$ cat src/rtl/seg_pkg.sv
// rtl/seg_pkg.sv - keypad codes, segment patterns and key decode for the entry display
// Shared by key_debounce and seg_entry_scan_ctrl. No ports.
package seg_pkg;

    localparam logic [3:0] KEY_1    = 4'b1110;
    localparam logic [3:0] KEY_2    = 4'b1101;
    localparam logic [3:0] KEY_3    = 4'b1011;
    localparam logic [3:0] KEY_4    = 4'b0111;
    localparam logic [3:0] KEY_5    = 4'b1100;
    localparam logic [3:0] KEY_6    = 4'b1010;
    localparam logic [3:0] KEY_7    = 4'b0110;
    localparam logic [3:0] KEY_8    = 4'b1001;
    localparam logic [3:0] KEY_BS   = 4'b0011;
    localparam logic [3:0] KEY_CLR  = 4'b0101;
    localparam logic [3:0] KEY_NONE = 4'b1111;

    localparam logic [7:0] SEG_1 = 8'h06;
    localparam logic [7:0] SEG_2 = 8'h5B;
    localparam logic [7:0] SEG_3 = 8'h4F;
    localparam logic [7:0] SEG_4 = 8'h66;
    localparam logic [7:0] SEG_5 = 8'h6D;
    localparam logic [7:0] SEG_6 = 8'h7D;
    localparam logic [7:0] SEG_7 = 8'h07;
    localparam logic [7:0] SEG_8 = 8'h7F;

    typedef enum logic [1:0] {CMD_IGNORE, CMD_DIGIT, CMD_BS, CMD_CLR} cmd_e;

    typedef struct packed {
        cmd_e       cmd;
        logic [7:0] seg;
    } key_cmd_t;

    typedef enum logic [1:0] {KS_IDLE, KS_DEB_PRESS, KS_HELD, KS_DEB_REL} key_state_e;
    typedef enum logic {SS_BLANK, SS_ACTIVE} scan_state_e;

    function automatic key_cmd_t key_to_seg(input logic [3:0] code);
        key_cmd_t r;
        r.cmd = CMD_DIGIT;
        r.seg = 8'h00;
        case (code)
            KEY_1:   r.seg = SEG_1;
            KEY_2:   r.seg = SEG_2;
            KEY_3:   r.seg = SEG_3;
            KEY_4:   r.seg = SEG_4;
            KEY_5:   r.seg = SEG_5;
            KEY_6:   r.seg = SEG_6;
            KEY_7:   r.seg = SEG_7;
            KEY_8:   r.seg = SEG_8;
            KEY_BS:  r.cmd = CMD_BS;
            KEY_CLR: r.cmd = CMD_CLR;
            default: r.cmd = CMD_IGNORE;
        endcase
        return r;
    endfunction

endpackage

$ cat src/rtl/key_debounce.sv
// rtl/key_debounce.sv - press/release debouncer for the 4-line active-low keypad
// Ports: clk100khz, rst (sync, active-high), din[3:0] keypad lines,
//        press_valid one-cycle pulse on an accepted press, press_code stable code.
module key_debounce
    import seg_pkg::*;
#(
    parameter int unsigned DEB = 15000
) (
    input  logic       clk100khz,
    input  logic       rst,
    input  logic [3:0] din,
    output logic       press_valid,
    output logic [3:0] press_code
);

    localparam int unsigned CW = $clog2(DEB + 1);

    key_state_e    st_q, st_d;
    logic [CW-1:0] cnt_q, cnt_d;
    logic [3:0]    code_q, code_d;

    // cnt_q counts consecutive identical samples; the sample that makes it
    // DEB is the one that accepts the press or release.
    always_comb begin
        st_d        = st_q;
        cnt_d       = cnt_q;
        code_d      = code_q;
        press_valid = 1'b0;
        case (st_q)
            KS_IDLE: begin
                if (din != KEY_NONE) begin
                    st_d   = KS_DEB_PRESS;
                    code_d = din;
                    cnt_d  = CW'(1);
                end
            end
            KS_DEB_PRESS: begin
                if (din == KEY_NONE) begin
                    st_d = KS_IDLE;
                end else if (din != code_q) begin
                    code_d = din;
                    cnt_d  = CW'(1);
                end else if (cnt_q == CW'(DEB - 1)) begin
                    st_d        = KS_HELD;
                    press_valid = 1'b1;
                end else begin
                    cnt_d = cnt_q + CW'(1);
                end
            end
            KS_HELD: begin
                if (din == KEY_NONE) begin
                    st_d  = KS_DEB_REL;
                    cnt_d = CW'(1);
                end
            end
            KS_DEB_REL: begin
                if (din != KEY_NONE) begin
                    st_d = KS_HELD;
                end else if (cnt_q == CW'(DEB - 1)) begin
                    st_d = KS_IDLE;
                end else begin
                    cnt_d = cnt_q + CW'(1);
                end
            end
            default: st_d = KS_IDLE;
        endcase
    end

    always_ff @(posedge clk100khz) begin
        if (rst) begin
            st_q   <= KS_IDLE;
            cnt_q  <= '0;
            code_q <= KEY_NONE;
        end else begin
            st_q   <= st_d;
            cnt_q  <= cnt_d;
            code_q <= code_d;
        end
    end

    assign press_code = code_q;

endmodule

$ cat src/rtl/seg_entry_scan_ctrl.sv
// rtl/seg_entry_scan_ctrl.sv - keypad entry buffer and 6-digit seven-segment scan controller
// Ports: clk100khz, rst (sync, active-high), din[3:0] keypad lines (active-low),
//        scan[5:0] one-hot digit enable (bit0 = newest), dout[7:0] segments,
//        key_evt one-cycle command pulse, full while 6 digits are held.
module seg_entry_scan_ctrl
    import seg_pkg::*;
#(
    parameter int unsigned DEB   = 15000,
    parameter int unsigned DWELL = 100,
    parameter int unsigned BLANK = 4
) (
    input  logic       clk100khz,
    input  logic       rst,
    input  logic [3:0] din,
    output logic [5:0] scan,
    output logic [7:0] dout,
    output logic       key_evt,
    output logic       full
);

    localparam int unsigned DMAX = (DWELL > BLANK) ? DWELL : BLANK;
    localparam int unsigned DW   = (DMAX > 1) ? $clog2(DMAX) : 1;

    logic       press_valid;
    logic [3:0] press_code;

    key_debounce #(.DEB(DEB)) u_key_debounce (
        .clk100khz   (clk100khz),
        .rst         (rst),
        .din         (din),
        .press_valid (press_valid),
        .press_code  (press_code)
    );

    // led_q[0] is led1 (newest entry), led_q[5] is led6.
    logic [5:0][7:0] led_q, led_d;
    logic [2:0]      count_q, count_d;
    logic            key_evt_q, key_evt_d;
    logic            full_q, full_d;
    key_cmd_t        kc;

    always_comb begin
        led_d     = led_q;
        count_d   = count_q;
        key_evt_d = 1'b0;
        kc        = key_to_seg(press_code);
        if (press_valid) begin
            case (kc.cmd)
                CMD_DIGIT: begin
                    if (count_q < 3'd6) begin
                        led_d     = {led_q[4:0], kc.seg};
                        count_d   = count_q + 3'd1;
                        key_evt_d = 1'b1;
                    end
                end
                CMD_BS: begin
                    if (count_q != 3'd0) begin
                        led_d     = {8'h00, led_q[5:1]};
                        count_d   = count_q - 3'd1;
                        key_evt_d = 1'b1;
                    end
                end
                CMD_CLR: begin
                    led_d     = '0;
                    count_d   = 3'd0;
                    key_evt_d = 1'b1;
                end
                default: ;
            endcase
        end
        full_d = (count_d == 3'd6);
    end

    scan_state_e   ss_q, ss_d;
    logic [2:0]    idx_q, idx_d;
    logic [DW-1:0] dcnt_q, dcnt_d;
    logic [5:0]    scan_q, scan_d;
    logic [7:0]    dout_q, dout_d;

    // Outputs are registered from the current scan state and buffer, so a
    // buffer write reaches dout one cycle after it lands in led_q.
    always_comb begin
        ss_d   = ss_q;
        idx_d  = idx_q;
        dcnt_d = dcnt_q + DW'(1);
        case (ss_q)
            SS_BLANK: begin
                if (dcnt_q == DW'(BLANK - 1)) begin
                    ss_d   = SS_ACTIVE;
                    dcnt_d = '0;
                end
            end
            SS_ACTIVE: begin
                if (dcnt_q == DW'(DWELL - 1)) begin
                    ss_d   = SS_BLANK;
                    dcnt_d = '0;
                    idx_d  = (idx_q == 3'd5) ? 3'd0 : idx_q + 3'd1;
                end
            end
            default: ss_d = SS_BLANK;
        endcase
        scan_d = 6'd0;
        dout_d = 8'h00;
        if (ss_q == SS_ACTIVE) begin
            scan_d = 6'd1 << idx_q;
            dout_d = led_q[idx_q];
        end
    end

    always_ff @(posedge clk100khz) begin
        if (rst) begin
            led_q     <= '0;
            count_q   <= 3'd0;
            key_evt_q <= 1'b0;
            full_q    <= 1'b0;
            ss_q      <= SS_BLANK;
            idx_q     <= 3'd0;
            dcnt_q    <= '0;
            scan_q    <= 6'd0;
            dout_q    <= 8'h00;
        end else begin
            led_q     <= led_d;
            count_q   <= count_d;
            key_evt_q <= key_evt_d;
            full_q    <= full_d;
            ss_q      <= ss_d;
            idx_q     <= idx_d;
            dcnt_q    <= dcnt_d;
            scan_q    <= scan_d;
            dout_q    <= dout_d;
        end
    end

    assign scan    = scan_q;
    assign dout    = dout_q;
    assign key_evt = key_evt_q;
    assign full    = full_q;

endmodule
$ cat config.mk
export PLATFORM = sky130hd
export DESIGN_NAME = seg_entry_scan_ctrl
export DESIGN_NICKNAME = d
export VERILOG_FILES = /design/src/rtl/seg_pkg.sv /design/src/rtl/key_debounce.sv /design/src/rtl/seg_entry_scan_ctrl.sv
export SDC_FILE = /design/constraint.sdc
export NUM_CORES = 1
export LEC_CHECK = 0
export ABC_CLOCK_PERIOD_IN_PS = 2400
export CORE_UTILIZATION = 51
export DETAILED_ROUTE_END_ITERATION = 8
export PLACE_DENSITY = 0.75
export SLEW_MARGIN = 10
export SYNTH_ARGS = -nofsm -noshare
export SYNTH_HDL_FRONTEND = slang
export SYNTH_SLANG_ARGS = --single-unit
$ cat constraint.sdc
create_clock -name clk100khz -period 2.4 [get_ports clk100khz]
set_clock_uncertainty 0.1 [all_clocks]
set_input_delay 0.6 -clock clk100khz [delete_from_list [all_inputs] [get_ports clk100khz]]
set_output_delay 0.6 -clock clk100khz [all_outputs]
set_load 0.01 [all_outputs]
# ---- Word level (Yosys, flattened, before mapping)
# Cells that the tools add are included.
dict set report totals {
  ff_bits 98
  input_bits 6
  output_inout_bits 16
  elab_cells 117
}
dict set report op_classes {
  addsub 5
  n_lt_le_gt_ge 2
  n_eq_ne 34
  shift 1
  n_mux 44
  n_bitwise 2
  reduce_logical 12
}
# cell n
set ops {}
lappend ops {{48-bit one-hot mux with 3 select lines} 1}
lappend ops {{48-bit 2-to-1 mux} 2}
lappend ops {{14-bit 2-to-1 mux} 6}
lappend ops {{14-bit one-hot mux with 4 select lines} 1}
lappend ops {{7-bit one-hot mux with 8 select lines} 1}
lappend ops {{4-bit equality test, second input constant} 7}
lappend ops {{8-bit binary-select mux with 3-bit select} 1}
lappend ops {{14-bit by 1-bit adder with 14-bit output, second input constant} 1}
lappend ops {{14-bit equality test, second input constant} 1}
lappend ops {{2-bit 2-to-1 mux} 7}
lappend ops {{7-bit 2-to-1 mux} 2}
lappend ops {{7-bit one-hot mux with 2 select lines} 1}
lappend ops {{4-bit by 3-bit equality test with 1-bit output, second input constant} 3}
lappend ops {{3-bit 2-to-1 mux} 4}
lappend ops {{4-bit 2-to-1 mux} 3}
lappend ops {{4-bit AND reduction} 3}
lappend ops {{3-bit one-hot mux with 3 select lines} 1}
lappend ops {{2-bit equality test, second input constant} 4}
lappend ops {{1-bit 2-to-1 mux} 8}
lappend ops {{8-bit 2-to-1 mux} 1}
lappend ops {{2-bit inequality test, second input constant} 4}
lappend ops {{2-bit one-hot mux with 4 select lines} 1}
lappend ops {{4-bit one-hot mux with 2 select lines} 1}
lappend ops {{8-bit OR reduction} 1}
lappend ops {{26 further kinds} 35}

# ---- Longest topological paths before layout
dict set report logic_depth {
  ltp_word 7
  mapped_depth 10
  ltp_nobuf 8
}

# ---- Hierarchy
# A second synthesis with hierarchy kept.
dict set report hier_totals {
  hier_cells 529
  hier_area_um2 4769.6
}
# module instances cells_each area_per_inst_um2 seq_area_each_um2
set modules_own_cells {}
lappend modules_own_cells {seg_entry_scan_ctrl 1 410 3692.3 1561.5}
lappend modules_own_cells {key_debounce 1 119 1077.3 400.4}

# ---- Least setup slack after synthesis
# OpenSTA, ideal clock, no wires.
dict set report synth_timing {
  kind {flip-flop to flip-flop}
  startpoint {reg u_key_debounce.cnt_q[0]}
  endpoint {reg led_q[1] (netlist name)}
  setup_time_ns 0.070
  arrival_time_ns 2.244
  required_time_ns 2.230
  slack_ns -0.014
  path_stages_with_launch 8
  path_buffers 0
  synth_period_minus_slack_ns 2.414
  cell_sequence {dfxtp_1 ha_1 nand4b_1 or4_4 a2111oi_4 nand2b_1 or4b_1 a21oi_1}
}
dict set report synth_between {
  elab_chain_len 6
}
# item line_no
set synth_lines {}
lappend synth_lines {{start, declared} key_debounce.sv:19} ;# logic [CW-1:0] cnt_q, cnt_d;
lappend synth_lines {{start signal, assigned} key_debounce.sv:76} ;# cnt_q <= cnt_d;
lappend synth_lines {{14-bit equality test} key_debounce.sv:43} ;# end else if (cnt_q == CW'(DEB - 1)) begin
lappend synth_lines {{1-bit 2-to-1 mux} key_debounce.sv:43}
lappend synth_lines {{1-bit 2-to-1 mux} key_debounce.sv:40} ;# end else if (din != code_q) begin
lappend synth_lines {{1-bit 2-to-1 mux} key_debounce.sv:38} ;# if (din == KEY_NONE) begin
lappend synth_lines {{1-bit 2-to-1 mux} key_debounce.sv:29} ;# case (st_q)
lappend synth_lines {{4-bit AND reduction (no source line)} -}
lappend synth_lines {{end signal, assigned} seg_entry_scan_ctrl.sv:122} ;# led_q <= led_d;
lappend synth_lines {{end, declared} seg_entry_scan_ctrl.sv:36} ;# logic [5:0][7:0] led_q, led_d;
# No other way between the ends.
# A chain may end at the register's enable or synchronous reset.

# ---- Final worst setup path
dict set report layout_timing {
  startpoint {in din[0]}
  endpoint {reg led_q[18] (netlist name)}
}
dict set report layout_between {
  elab_chain_len 5
  elab_cells_between_ends 6
  cone_classes {2 x eq/ne; 3 x mux; 1 x reduce/logical}
}
# item line_no
set layout_lines {}
lappend layout_lines {{start, declared} seg_entry_scan_ctrl.sv:14} ;# input logic [3:0] din,
lappend layout_lines {{4-bit inequality test} key_debounce.sv:40}
lappend layout_lines {{1-bit 2-to-1 mux} key_debounce.sv:40}
lappend layout_lines {{1-bit 2-to-1 mux *} key_debounce.sv:38}
lappend layout_lines {{1-bit 2-to-1 mux *} key_debounce.sv:29}
lappend layout_lines {{4-bit AND reduction (no source line) *} -}
# Mark *: on every way between the ends. The rest lies on a longest branch, timed or not.

==> flow_metrics.env <==
export IMPL_outcome="finished, final reports clean"
export IMPL_dieHeight_um=99.5
export IMPL_place_ws_ns=-0.600
export IMPL_cp_arrival_ns=2.53
export IMPL_worstSetupEndpointType="flop"
export IMPL_grt_pass1_vias=3754
export IMPL_leakage_nw=1.91
export IMPL_crit_type="in -> reg"
export IMPL_synth_fa_ha_area_frac=0.0129
export IMPL_cts_tree="built"
export IMPL_ys_seq_area_frac=0.405
export IMPL_r2r_start="u_key_debounce.cnt_q[6]"
export IMPL_ys_flop_type="dfxtp_1"
export IMPL_antenna_found_initial=0
export IMPL_placed_cells=697
export IMPL_r2r_end="led_q[1]"
export IMPL_fin_crit_ns=2.36
export IMPL_synth_top_area_frac=0.405
export IMPL_cp_max_fo=24
export IMPL_slowest_delay_ns=0.36
export IMPL_fmax_mhz=424
export IMPL_period_share=0.983
export IMPL_synth_area_um2=4840
export IMPL_synthArstFlopShare=0
export IMPL_cp_common_cell="buf_12"
export IMPL_clock_sinks=98
export IMPL_antenna_left=0
export IMPL_hold_depth=1
export IMPL_power_mw=3.01
export IMPL_tns_ns=0
export IMPL_dieArea_um2=9890
export IMPL_worst_skew_pair_late_latency_ns=0.37
export IMPL_cts_max_level=3
export IMPL_clockRootBuffer="clkbuf_8"
export IMPL_final_nets=597
export IMPL_cts_hold_buf=0
export IMPL_yosys_area_top_type="dfxtp_1"
export IMPL_min_from="dcnt_q[0]"
export IMPL_synth_cell_types=65
export IMPL_powerDensity_nw_per_um2=525
export IMPL_ys_warn_count=0
export IMPL_gp_congestion=0.855
export IMPL_final_max_slew_viol_count=0
export IMPL_drv_cap=0
export IMPL_hold_slack_ns=0.347
export IMPL_grt_pass1_wl_um=17400
export IMPL_avgSynthCellArea_um2=9.00
export IMPL_netlist_instances=538
export IMPL_drtIter0Drc=234
export IMPL_initial_core_util=0.524
export IMPL_reg2reg_slack_ns=0.05
export IMPL_stdcell_count=720
export IMPL_worst_pin_slew_ns=0.547
export IMPL_drive_gt1_frac=0.201
export IMPL_synth_top_family_by_area="compound AO/OA/AOI/OAI gates"
export IMPL_dr_pass1_iters=5
export IMPL_placed_cell_area_um2=5410
export IMPL_grt_usage=0.218
export IMPL_ys_ff_latch=98
export IMPL_cts_made_buffers=9
export IMPL_synth_area_leaders="dfxtp_1 40%, nor2_1 6.5%, a211oi_1 5.6%, a22oi_1 5.3%, mux4_2 3.7%"
export IMPL_std_cell_rows=35
export IMPL_synth_simple_gate_area_frac=0.207
export IMPL_grt_max_degree=51
export IMPL_num_antenna_cells=0
export IMPL_hold_viol=0
export IMPL_path_delay_family="simple AND/OR/NAND/NOR gates"
export IMPL_vdd_drop_max_uv=297
export IMPL_wl_um=10600
export IMPL_clockBufferDepth=2
export IMPL_cp_start_kind="primary input"
export IMPL_die_x_um=99.5
export IMPL_dp_final_hpwl_um=7140
export IMPL_hp_class="reg -> reg"
export IMPL_fin_area_um2=5730
export IMPL_maxSlewHeadroom=0.636
export IMPL_crit_slowest_cell="or2_2"
export IMPL_ff2ff_path_depth=6
export IMPL_hold_path_endpoint="dcnt_q[0]"
export IMPL_cp_cell_sequence="dlygate4sd2_1 -> nand4_1 -> or2b_2 -> or2_2 -> nor4_4 -> buf_12 -> buf_12 -> nor2_1 -> a211oi_1"
export IMPL_area_growth_syn_to_layout_pct=18.2
export IMPL_overflow=0
export IMPL_setup_viol=0
export IMPL_synth_edff_count=0
export IMPL_coreArea_um2=9240
export IMPL_route_vias_total=4200
export IMPL_synthMuxAreaShare=0.0625
export IMPL_rsz0062_at_grt="true"
export IMPL_path_clk_slew_ns=0.10
export IMPL_nFillCells=735
export IMPL_wire_per_inst_um=14.8
export IMPL_synth_xor_area_frac=0.0325
export IMPL_worst_slack_ns=0.0404
export IMPL_io_buffers=21
export IMPL_cp_required_ns=2.57
export IMPL_via_per_inst=5.83
export IMPL_synth_fp_nets=549
export IMPL_fin_util=0.620
export IMPL_io_pins=22
export IMPL_synth_compound_area_frac=0.216
export IMPL_cp_buffers_inverters=3
export IMPL_drc=0
[flip-flops by register name, summed over array words and instances, names as in the netlist, named ones only]
signal / count
count_q: 3
dcnt_q: 7
dout: 8
full: 1
idx_q: 3
key_evt: 1
led_q: 48
scan: 6
ss_q: 1
u_key_debounce.cnt_q: 14
u_key_debounce.press_code: 4
u_key_debounce.st_q: 1
[kinds of logic (layout without fill, tap and decap cells)]
| kind of cell | Yosys count | in the layout |
|---|---|---|
| AND/OR/NAND/NOR | 197 | 197 |
| AO/OA/AOI/OAI | 146 | 146 |
| flip-flops | 98 | 98 |
| buffers and inverters | 54 | 107 |
| multiplexers | 20 | 20 |
| XOR/XNOR | 18 | 18 |
| adder cells (fa/ha/maj) | 5 | 5 |
[placed cells by master (no fill, tap or decap), types with 5 or more instances in the layout]
cell type | Yosys | final
a211oi_1 | 36 | 35
mux4_2 | 8 | 8
nand3_1 | 22 | 22
o21ai_0 | 9 | 9
nor2b_1 | 8 | 8
and3_1 | 6 | 6
nor2_1 | 84 | 84
buf_4 | 4 | 54
xnor2_1 | 12 | 9
clkbuf_8 | 7 | 10
a22oi_1 | 34 | 34
dfxtp_1 | 98 | 87
inv_1 | 11 | 11
nand2_1 | 32 | 32
nor3_1 | 7 | 6
dfxtp_2 | 0 | 9
mux2i_1 | 10 | 10
o2bb2ai_1 | 8 | 8
clkdlybuf4s50_1 | 0 | 16
a21oi_1 | 30 | 29
nand4_1 | 5 | 5
xor2_1 | 6 | 6
[final cells by class]
class	count	area, um2	share of cell area
Clock buffer	10	138	0.0240
Sequential cell	98	1980	0.346
Tap cell	129	161	0.0282
Inverter	12	45.0	0.00786
Clock inverter	6	72.6	0.0127
Multi-Input combinational cell	386	2650	0.462
Timing Repair Buffer	79	686	0.120
[layer usage]
layer | GRT usage | up-vias | part of all wire
met5 | 0 | - | 0
met4 | 0.0792 | 0 | 0.015
met3 | 0.0260 | 16 | 0.038
met2 | 0.377 | 117 | 0.49
met1 | 0.281 | 2004 | 0.46
li1 | - | 2063 | -
[what timing repair did]
| action | CTS | global route |
|---|---|---|
| hold endpoints to repair | 0 | 0 |
| pin swaps | 3 | 6 |
| buffers inserted | 4 | 3 |
| resized for setup | 6 | 18 |
| endpoints found under the setup margin | 52 | 47 |
[cells in the mapped netlist, types with 3 or more instances]
cell	count
dfxtp_1	98
nor2_1	84
a211oi_1	36
a22oi_1	34
nand2_1	32
a21oi_1	30
nand3_1	22
clkbuf_1	21
xnor2_1	12
inv_1	11
mux2i_1	10
o21ai_0	9
mux4_2	8
nor2b_1	8
o2bb2ai_1	8
clkbuf_8	7
nor3_1	7
and3_1	6
buf_2	6
xor2_1	6
ha_1	5
nand4_1	5
a31oi_1	4
buf_4	4
o21a_1	4
o21bai_1	4
and4_1	3
nand2b_1	3
[worst max path at each step]
| stage | end | slack, ns | cells after the start | startpoint |
|---|---|---|---|---|
| after global routing | led_q[18] | -0.04 | 9 | din[0] |
| after CTS | led_q[1] | 0.008 | 7 | u_key_debounce.cnt_q[1] |
| after floorplan | led_q[46] | 0.03 | 7 | din[3] |
| final | led_q[18] | 0.04 | 9 | din[0] |
| after detailed placement | led_q[8] | -0.60 | 9 | din[3] |
| after global placement | led_q[6] | -0.54 | 7 | din[3] |
[where the power goes]
group	leakage (nW)	internal [mW]	switching, mW	total [mW]
sequential	0.794	1.64	0.0207	1.66
combinational	1.02	0.0912	0.127	0.218
clock	0.0971	0.521	0.604	1.13
No activity file was read; power rests on OpenSTA's default activity.
